$ cat src/rtl/inst_prefetch_buffer_pkg.sv
// ---------------------------------------------------------------------------
// inst_prefetch_buffer_pkg : shared types and constants for the fetch queue
// Revision: 1.0
// ---------------------------------------------------------------------------
`default_nettype none

package inst_prefetch_buffer_pkg;

  localparam logic [31:0] RESET_PC_DEFAULT = 32'h0000_0000;
  localparam logic [31:0] NOP_INSTR        = 32'h0000_0000;

  typedef struct packed {
    logic [31:0] pc_plus4;
    logic [31:0] instr;
  } fetch_entry_t;

  localparam int ENTRY_W = $bits(fetch_entry_t);

  typedef enum logic [1:0] {
    ST_IDLE    = 2'd0,
    ST_WAIT    = 2'd1,
    ST_DISCARD = 2'd2
  } fetch_state_t;

endpackage

`default_nettype wire

$ cat src/rtl/inst_prefetch_buffer_fifo.sv
// ---------------------------------------------------------------------------
// prefetch_fifo : synchronous DEPTH-entry queue of fetched instructions
// Revision: 1.0
// ---------------------------------------------------------------------------
`default_nettype none

module prefetch_fifo
  import inst_prefetch_buffer_pkg::*;
#(
  parameter  int DEPTH = 4,
  localparam int CW    = $clog2(DEPTH + 1),
  localparam int PW    = $clog2(DEPTH)
) (
  input  logic               clk,
  input  logic               reset,
  input  logic               flush_i,
  input  logic               wr_en_i,
  input  logic [ENTRY_W-1:0] wr_data_i,
  input  logic               rd_en_i,
  output logic [ENTRY_W-1:0] head_o,
  output logic [CW-1:0]      count_o
);

  logic [ENTRY_W-1:0] mem_q [DEPTH];
  logic [PW-1:0]      wr_ptr_q, wr_ptr_d;
  logic [PW-1:0]      rd_ptr_q, rd_ptr_d;
  logic [CW-1:0]      count_q, count_d;
  logic               w_wr;
  logic               w_rd;

  assign w_wr = wr_en_i && !flush_i && (count_q != CW'(DEPTH));
  assign w_rd = rd_en_i && !flush_i && (count_q != '0);

  // Pointers wrap for free because DEPTH is a power of two.
  always_comb begin
    wr_ptr_d = wr_ptr_q;
    rd_ptr_d = rd_ptr_q;
    count_d  = count_q;
    if (flush_i) begin
      wr_ptr_d = '0;
      rd_ptr_d = '0;
      count_d  = '0;
    end else begin
      if (w_wr) wr_ptr_d = wr_ptr_q + 1'b1;
      if (w_rd) rd_ptr_d = rd_ptr_q + 1'b1;
      count_d = count_q + CW'(w_wr) - CW'(w_rd);
    end
  end

  always_ff @(posedge clk or posedge reset) begin
    if (reset) begin
      wr_ptr_q <= '0;
      rd_ptr_q <= '0;
      count_q  <= '0;
    end else begin
      wr_ptr_q <= wr_ptr_d;
      rd_ptr_q <= rd_ptr_d;
      count_q  <= count_d;
    end
  end

  always_ff @(posedge clk) begin
    if (w_wr) mem_q[wr_ptr_q] <= wr_data_i;
  end

  assign head_o  = mem_q[rd_ptr_q];
  assign count_o = count_q;

endmodule

`default_nettype wire

$ cat src/rtl/inst_prefetch_buffer.sv
// ---------------------------------------------------------------------------
// inst_prefetch_buffer : single-outstanding instruction prefetcher with redirect
// Revision: 1.0
// ---------------------------------------------------------------------------
`default_nettype none

module inst_prefetch_buffer
  import inst_prefetch_buffer_pkg::*;
#(
  parameter  int          DEPTH    = 4,
  parameter  logic [31:0] RESET_PC = RESET_PC_DEFAULT,
  localparam int          CW       = $clog2(DEPTH + 1)
) (
  input  logic          clk,
  input  logic          reset,
  input  logic          redirect_valid,
  input  logic [31:0]   redirect_pc,
  input  logic          stall_d,
  output logic          imem_req,
  output logic [31:0]   imem_addr,
  input  logic          imem_ready,
  input  logic          imem_rvalid,
  input  logic [31:0]   imem_rdata,
  output logic          instr_valid,
  output logic [31:0]   instr_out,
  output logic [31:0]   pc_plus4_out,
  output logic [CW-1:0] fifo_count
);

  fetch_state_t       state_q, state_d;
  logic [31:0]        fetch_pc_q, fetch_pc_d;
  logic               w_outstanding;
  logic [CW:0]        w_occupancy;
  logic               w_accept;
  logic               w_enq;
  logic               w_deq;
  logic               w_valid;
  logic [CW-1:0]      w_count;
  logic [ENTRY_W-1:0] w_head_raw;
  fetch_entry_t       w_head;
  fetch_entry_t       w_wr_entry;

  assign w_outstanding = (state_q != ST_IDLE);
  assign w_occupancy   = {1'b0, w_count} + {{CW{1'b0}}, w_outstanding};
  assign w_valid       = (w_count != '0);

  // A new request may overlap the response of the previous one, never a dropped one.
  assign imem_req = !reset && !redirect_valid
                 && ((state_q == ST_IDLE) || ((state_q == ST_WAIT) && imem_rvalid))
                 && (w_occupancy < (CW + 1)'(DEPTH));
  assign imem_addr = fetch_pc_q;
  assign w_accept  = imem_req && imem_ready;

  assign w_enq = imem_rvalid && (state_q == ST_WAIT) && !redirect_valid;
  assign w_deq = w_valid && !stall_d && !redirect_valid;

  // While in WAIT, fetch_pc_q already holds the outstanding address + 4.
  assign w_wr_entry = '{pc_plus4: fetch_pc_q, instr: imem_rdata};

  always_comb begin
    state_d    = state_q;
    fetch_pc_d = fetch_pc_q;
    if (redirect_valid) begin
      fetch_pc_d = redirect_pc;
      if (w_outstanding && !imem_rvalid) state_d = ST_DISCARD;
      else                               state_d = ST_IDLE;
    end else if (w_accept) begin
      fetch_pc_d = fetch_pc_q + 32'd4;
      state_d    = ST_WAIT;
    end else if (w_outstanding && imem_rvalid) begin
      state_d = ST_IDLE;
    end
  end

  always_ff @(posedge clk or posedge reset) begin
    if (reset) begin
      state_q    <= ST_IDLE;
      fetch_pc_q <= RESET_PC;
    end else begin
      state_q    <= state_d;
      fetch_pc_q <= fetch_pc_d;
    end
  end

  prefetch_fifo #(
    .DEPTH (DEPTH)
  ) u_fifo (
    .clk       (clk),
    .reset     (reset),
    .flush_i   (redirect_valid),
    .wr_en_i   (w_enq),
    .wr_data_i (w_wr_entry),
    .rd_en_i   (w_deq),
    .head_o    (w_head_raw),
    .count_o   (w_count)
  );

  assign w_head       = w_head_raw;
  assign instr_valid  = w_valid;
  assign instr_out    = w_valid ? w_head.instr    : NOP_INSTR;
  assign pc_plus4_out = w_valid ? w_head.pc_plus4 : NOP_INSTR;
  assign fifo_count   = w_count;

endmodule

`default_nettype wire

$ cat config.mk
export PLATFORM = sky130hd
export DESIGN_NAME = inst_prefetch_buffer
export DESIGN_NICKNAME = d
export VERILOG_FILES = /design/src/rtl/inst_prefetch_buffer_pkg.sv /design/src/rtl/inst_prefetch_buffer_fifo.sv /design/src/rtl/inst_prefetch_buffer.sv
export SDC_FILE = /design/constraint.sdc
export NUM_CORES = 1
export LEC_CHECK = 0
export ABC_AREA = 1
export CAP_MARGIN = 20
export CORE_MARGIN = 2
export CORE_UTILIZATION = 45
export CTS_BUF_LIST = sky130_fd_sc_hd__clkbuf_8
export DETAILED_ROUTE_END_ITERATION = 16
export PLACE_DENSITY = 0.68
export REMOVE_ABC_BUFFERS = 1
export SLEW_MARGIN = 30
export SYNTH_ARGS = -nofsm -noshare
export SYNTH_HDL_FRONTEND = slang
export SYNTH_HIERARCHICAL = 1
export SYNTH_SLANG_ARGS = --single-unit
export TNS_END_PERCENT = 1
$ cat constraint.sdc
create_clock -name clk -period 7.2 [get_ports clk]
set_input_delay 1.44 -clock clk [delete_from_list [all_inputs] [get_ports clk]]
set_output_delay 1.44 -clock clk [all_outputs]
set_load 0.005 [all_outputs]
# Word level (Yosys, flattened, before mapping)
# Memories as Yosys holds them, arrays and structs flattened.
# Cells that the tools add are included.
# totals
input_bits	70
ram_bits	256
word_cells	56
n_memories	1
out_inout_bits	101
latchBits	0
regBits	41
rom_bits	0
# mem_list
memory	words	word_bits	read_ports	rd_ports_with_merged_regs	wr	line	source
u_fifo.mem_q	4	64	1	0	1	inst_prefetch_buffer_fifo.sv:24	logic [ENTRY_W-1:0] mem_q [DEPTH];
# classes
n_mux	15
multipliers	0
div	0
bitwise_logic	0
n_addsub	6
shift	0
n_eq_ne	2
n_reduce_logical	26
magnitude_cmp	1
# op_table
operator	n
32-bit 2-to-1 mux	4
32-bit by 3-bit adder with 32-bit output, second input constant	1
2-bit 2-to-1 mux	8
1-bit logical AND	14
2-bit nonzero test	4
3-bit nonzero test	2
2-bit by 1-bit adder with 2-bit output, second input constant	2
3-bit by 1-bit adder with 4-bit output	1
1-bit zero test	4
4-bit by 3-bit < comparator with 1-bit output, second input constant	1
3-bit by 1-bit adder with 3-bit output	1
3-bit 2-to-1 mux	1
3-bit inequality test, second input constant	1
3-bit by 1-bit subtractor with 3-bit output	1
2-bit by 1-bit == test with 1-bit output, second input constant	1
2-bit zero test	1
1-bit 2-to-1 mux	2
1-bit logical OR	1

# Logic depth before layout (Yosys ltp)
# logic_depth
ltp_word	8
ltp_mapped	15
mapped_depth_nobuf	14

# Hierarchy
# The synthesis kept the hierarchy.
# modules_own_cells
mod	seq_area_each_um2	area_each_um2	cells_per_inst	n_inst
prefetch_fifo	7862.5	10590.2	813	1
inst_prefetch_buffer	850.8	2967.8	529	1

# Worst setup path before layout
# Ideal clock, no wire load.
# synth_timing
path_kind	input port to flip-flop
startpoint	input port redirect_valid
endpoint	memory u_fifo/mem_q[0][0] (netlist name) (enable)
path_slack_ns	1.745
setup_time_ns	0.487
stages	7
t_required_ns	6.713
t_arrival_ns	4.968
path_buffers	2
path_cell_list	buf_6 clkbuf_1 nor3_1 inv_1 nor2_1 nand2_1 nor2_1
# synth_between
elab_chain_len	6
# synth_lines
item	line	source
start, declared	inst_prefetch_buffer.sv:16	input logic redirect_valid,
1-bit zero test	inst_prefetch_buffer.sv:54	assign w_enq = imem_rvalid && (state_q == ST_WAIT) && !redirect_valid;
1-bit logical AND	inst_prefetch_buffer.sv:54	
named net w_enq	inst_prefetch_buffer.sv:35	logic w_enq;
1-bit logical AND (2 in a row)	inst_prefetch_buffer_fifo.sv:31	assign w_wr = wr_en_i && !flush_i && (count_q != CW'(DEPTH));
1-bit 2-to-1 mux	inst_prefetch_buffer_fifo.sv:63	if (w_wr) mem_q[wr_ptr_q] <= wr_data_i;
1-bit 2-to-1 mux (not written as such)	inst_prefetch_buffer_fifo.sv:63	
end, declared	inst_prefetch_buffer_fifo.sv:24	
# The timed path passes the listed nets, and every way through them passes these cells.

# Worst setup path after layout
# layout_timing
startpoint	input port redirect_valid
endpoint	output port imem_req
# layout_between
elab_chain_len	4
# layout_lines
item	line	source
1-bit zero test	inst_prefetch_buffer.sv:48	assign imem_req = !reset && !redirect_valid
1-bit logical AND	inst_prefetch_buffer.sv:48	
1-bit logical AND	inst_prefetch_buffer.sv:49	&& ((state_q == ST_IDLE) || ((state_q == ST_WAIT) && imem_rvalid))
1-bit logical AND	inst_prefetch_buffer.sv:50	&& (w_occupancy < (CW + 1)'(DEPTH));
end, declared	inst_prefetch_buffer.sv:19	output logic imem_req,
# Every way passes these cells.

==> results.md <==
- Outcome: completed
- CTS max path bufs: 3
- Finish-stage setup viols: 0
- Synth area leaders: edfxtp_1, nand2_1, dfrtp_1
- Die width: 178 µm
- Initial antenna violation count: 0
- Total track usage: 19.3%
- Vias in the first global route: 9006
- EDFF count, synth: 256
- Clk slew on worst S/H paths: 0.06 ns
- Clock Latency Late Sink: 0.55 ns
- Psw: 813 µW
- FF+latch count, synth: 297
- Drt first pass iters: 6
- RSZ-0062 raised after global routing: false
- Global placement routability congestion: 0.804
- Share of the yosys chip area belonging to registers: 64.3%
- M2 GR Usage: 30.4%
- Vias per cell: 4.89
- Int Power: 2830 µW
- Worst Path Max Fanout: 27
- Final antenna diode count: 0
- Synth Warn #: 6
- WL final: 30.0 mm
- Initial drt markers: 768
- Setup_tns: 0 ns
- Layout Utilization: 55.5%
- Comb power frac: 5.6%
- Detailed-route wire length per cell: 15.4 µm
- Clk_skew: 0.0145 ns
- Cell taking the most area after synthesis: edfxtp_1
- Final ANT Viol Nets: 0
- Layout cells sized above 1: 6.17%
- Root Buffer: clkbuf_8
- First-pass GRT wire length: 47.8 mm
- Fmax: 202 MHz
- DP Area: 15400 µm²
- FF+latch area: 8720 µm²
- Netlist Area Pre-Place: 13600 µm²
- Nature of the critical path endpoint: output port
- Met1 usage: 27.7%
- Area growth syn-to-layout: 21.4%
- Sequential power share: 54.6%
- Filler cells: 2564
- Number of max-cap violations: 0
- Design Area, Final: 16500 µm²
- Overall power: 3640 µW
- Main synth FF type: edfxtp_1
- Detailed placement HPWL: 18.8 mm
- Tmin final: 4.94 ns
- Worst Max-Slew Pin Slew: 0.902 ns
- Post-CTS Setup Inserts: 0
- Starting Density: 45.7%
- # IOs: 171
- Cells after synthesis: 1342
- Worst min path class: register to register
- Switch share: 22.3%
- H-tree levels: 2
- Synth cell types: 33
- Slew Viols, Final: 0
- Commonest cells post-synth: nand2_1, edfxtp_1, inv_1
- Most Crowded Layer GR: met2
- Die H: 178 µm
- Remaining Overflow, GRT: 0
- Core area: 29600 µm²
- Clk sink count: 297
- Worst R2R Start: state_q[0]$_DFFE_PP0P_
- Largest net degree at the start of global routing: 105
- Tcrit/Tclk final: 68.6%
- Row count: 63
- Grt met3 use: 3.58%
- Avg Inst Size Synth: 10.1 µm²
- DRC: 0
- Critical path type: input port to output port
- CTS buffer count: 48
- Crit path required time: 5.76 ns
- Leakage power: 0.00663 µW
- VDD IR-drop max: 0.000123 V
- CP arrival: 3.50 ns
- Critical Path Start: redirect_valid
- Die footprint: 31500 µm²
- Multi-input combinational cell area: 3530 µm²
- Hold_sp: state_q[0]$_DFFE_PP0P_
- CP Launch Type: input port
- Top-count cell post-synth: nand2_1
- Final hold viol count: 0
- Slew HR: 39.9%
- PD cells: 221 nW/µm²
- FFs w/ async S/R, synth: 13.8%
- Vias: 9510
- Hold-fix buffers, CTS: 0
- Clk network pwr share: 39.7%
- Yosys top cell area share: 56.7%
- Nets: 1594
- Port bufs: 170
- CTS resizes: 0
- CTS tree: built
[cell families after synthesis]
kind of cell | Yosys count | share of synthesized area (%)
and+or+nand+nor | 521 | 15.5
xor gates and xnor gates | 11 | 0.711
buffers and inverters | 304 | 9.96
DFF | 297 | 64.3
adders and majority gates | 8 | 0.794
AOI/OAI and AO/OA | 201 | 8.73
[sequential cells by signal (all words and copies together) (netlist names)]
name / count
u_fifo/mem_q: 256
imem_addr: 32
u_fifo/count_o: 3
state_q: 2
u_fifo/rd_ptr_q: 2
u_fifo/wr_ptr_q: 2
[area by class of cell]
| cell class | count | share of cell area (%) |
|---|---|---|
| flip-flops and latches | 297 | 53.0 |
| multi-input cells | 741 | 21.4 |
| repair buffers | 184 | 11.2 |
| inverters | 244 | 5.58 |
| clock buffers | 48 | 4.01 |
| well taps | 390 | 2.97 |
| clock inverters | 41 | 1.82 |
[power groups by stage]
stage | sequential, µW | clock [µW] | combinational (µW)
after floorplan | 1990 | 0 | 79.6
after global placement | 2020 | 0 | 203
after detailed placement | 2020 | 0 | 206
after CTS | 1990 | 1480 | 208
after global routing | 1990 | 1560 | 229
final | 1990 | 1450 | 205
[worst max-delay path: stages]
cell	delay, ns
clkdlybuf4s50_1	0.77
buf_4	0.42
nor3_4	0.24
nand2_1	0.08
inv_1	0.05
clkdlybuf4s50_1	0.49
[per-stage QoR]
stage	worst slack, ns	cells	hold slack [ns]
floorplan	1.04	1282	0.518
global placement	2.28	1854	0.546
detailed placement	2.20	1854	0.556
CTS	2.28	1943	0.566
global route	2.15	1945	0.599
finish	2.26	1945	0.577
[placed cells by master (no fill, tap or decap), drive strengths merged]
cell	Yosys	routed
o21bai	1	1
a21oi	66	66
clkbuf	12	48
o211ai	65	65
edfxtp	256	256
clkinv	0	15
ha	7	7
or2	4	4
o31ai	1	1
nor2	121	121
buf	48	14
nand3b	5	5
o21ai	68	68
nand3	55	55
inv	244	264
nor3	4	4
clkdlybuf4s50	0	170
fa	1	1
nand4	1	1
nand2	331	331
xor2	5	5
dfrtp	41	41
xnor2	6	6
clkinvlp	0	1
bufinv	0	5
[per-layer routing]
layer / part of all wire [%] / vias up / wire length [µm]
li1: - / 4723 / -
met1: 46 / 4414 / 13700
met2: 45 / 337 / 13500
met3: 7.7 / 36 / 2300
met4: 1.5 / 0 / 459
met5: 0 / - / 0
[worst paths after layout]
kind / cells past startpoint / slack [ns] / end
max in group asynchronous: 3 / 5.45 / imem_addr[6]$_DFFE_PP0P_
min: 2 / 0.58 / state_q[1]$_DFFE_PP0P_
min in group asynchronous: 2 / 1.28 / u_fifo/count_o[2]$_DFF_PP0_
max: 6 / 2.26 / imem_req
max reg2reg: 7 / 4.25 / u_fifo/mem_q[2][10]$_DFFE_PP_
min reg2reg: 2 / 0.58 / state_q[1]$_DFFE_PP0P_
No activity file was read; power rests on OpenSTA's default activity.
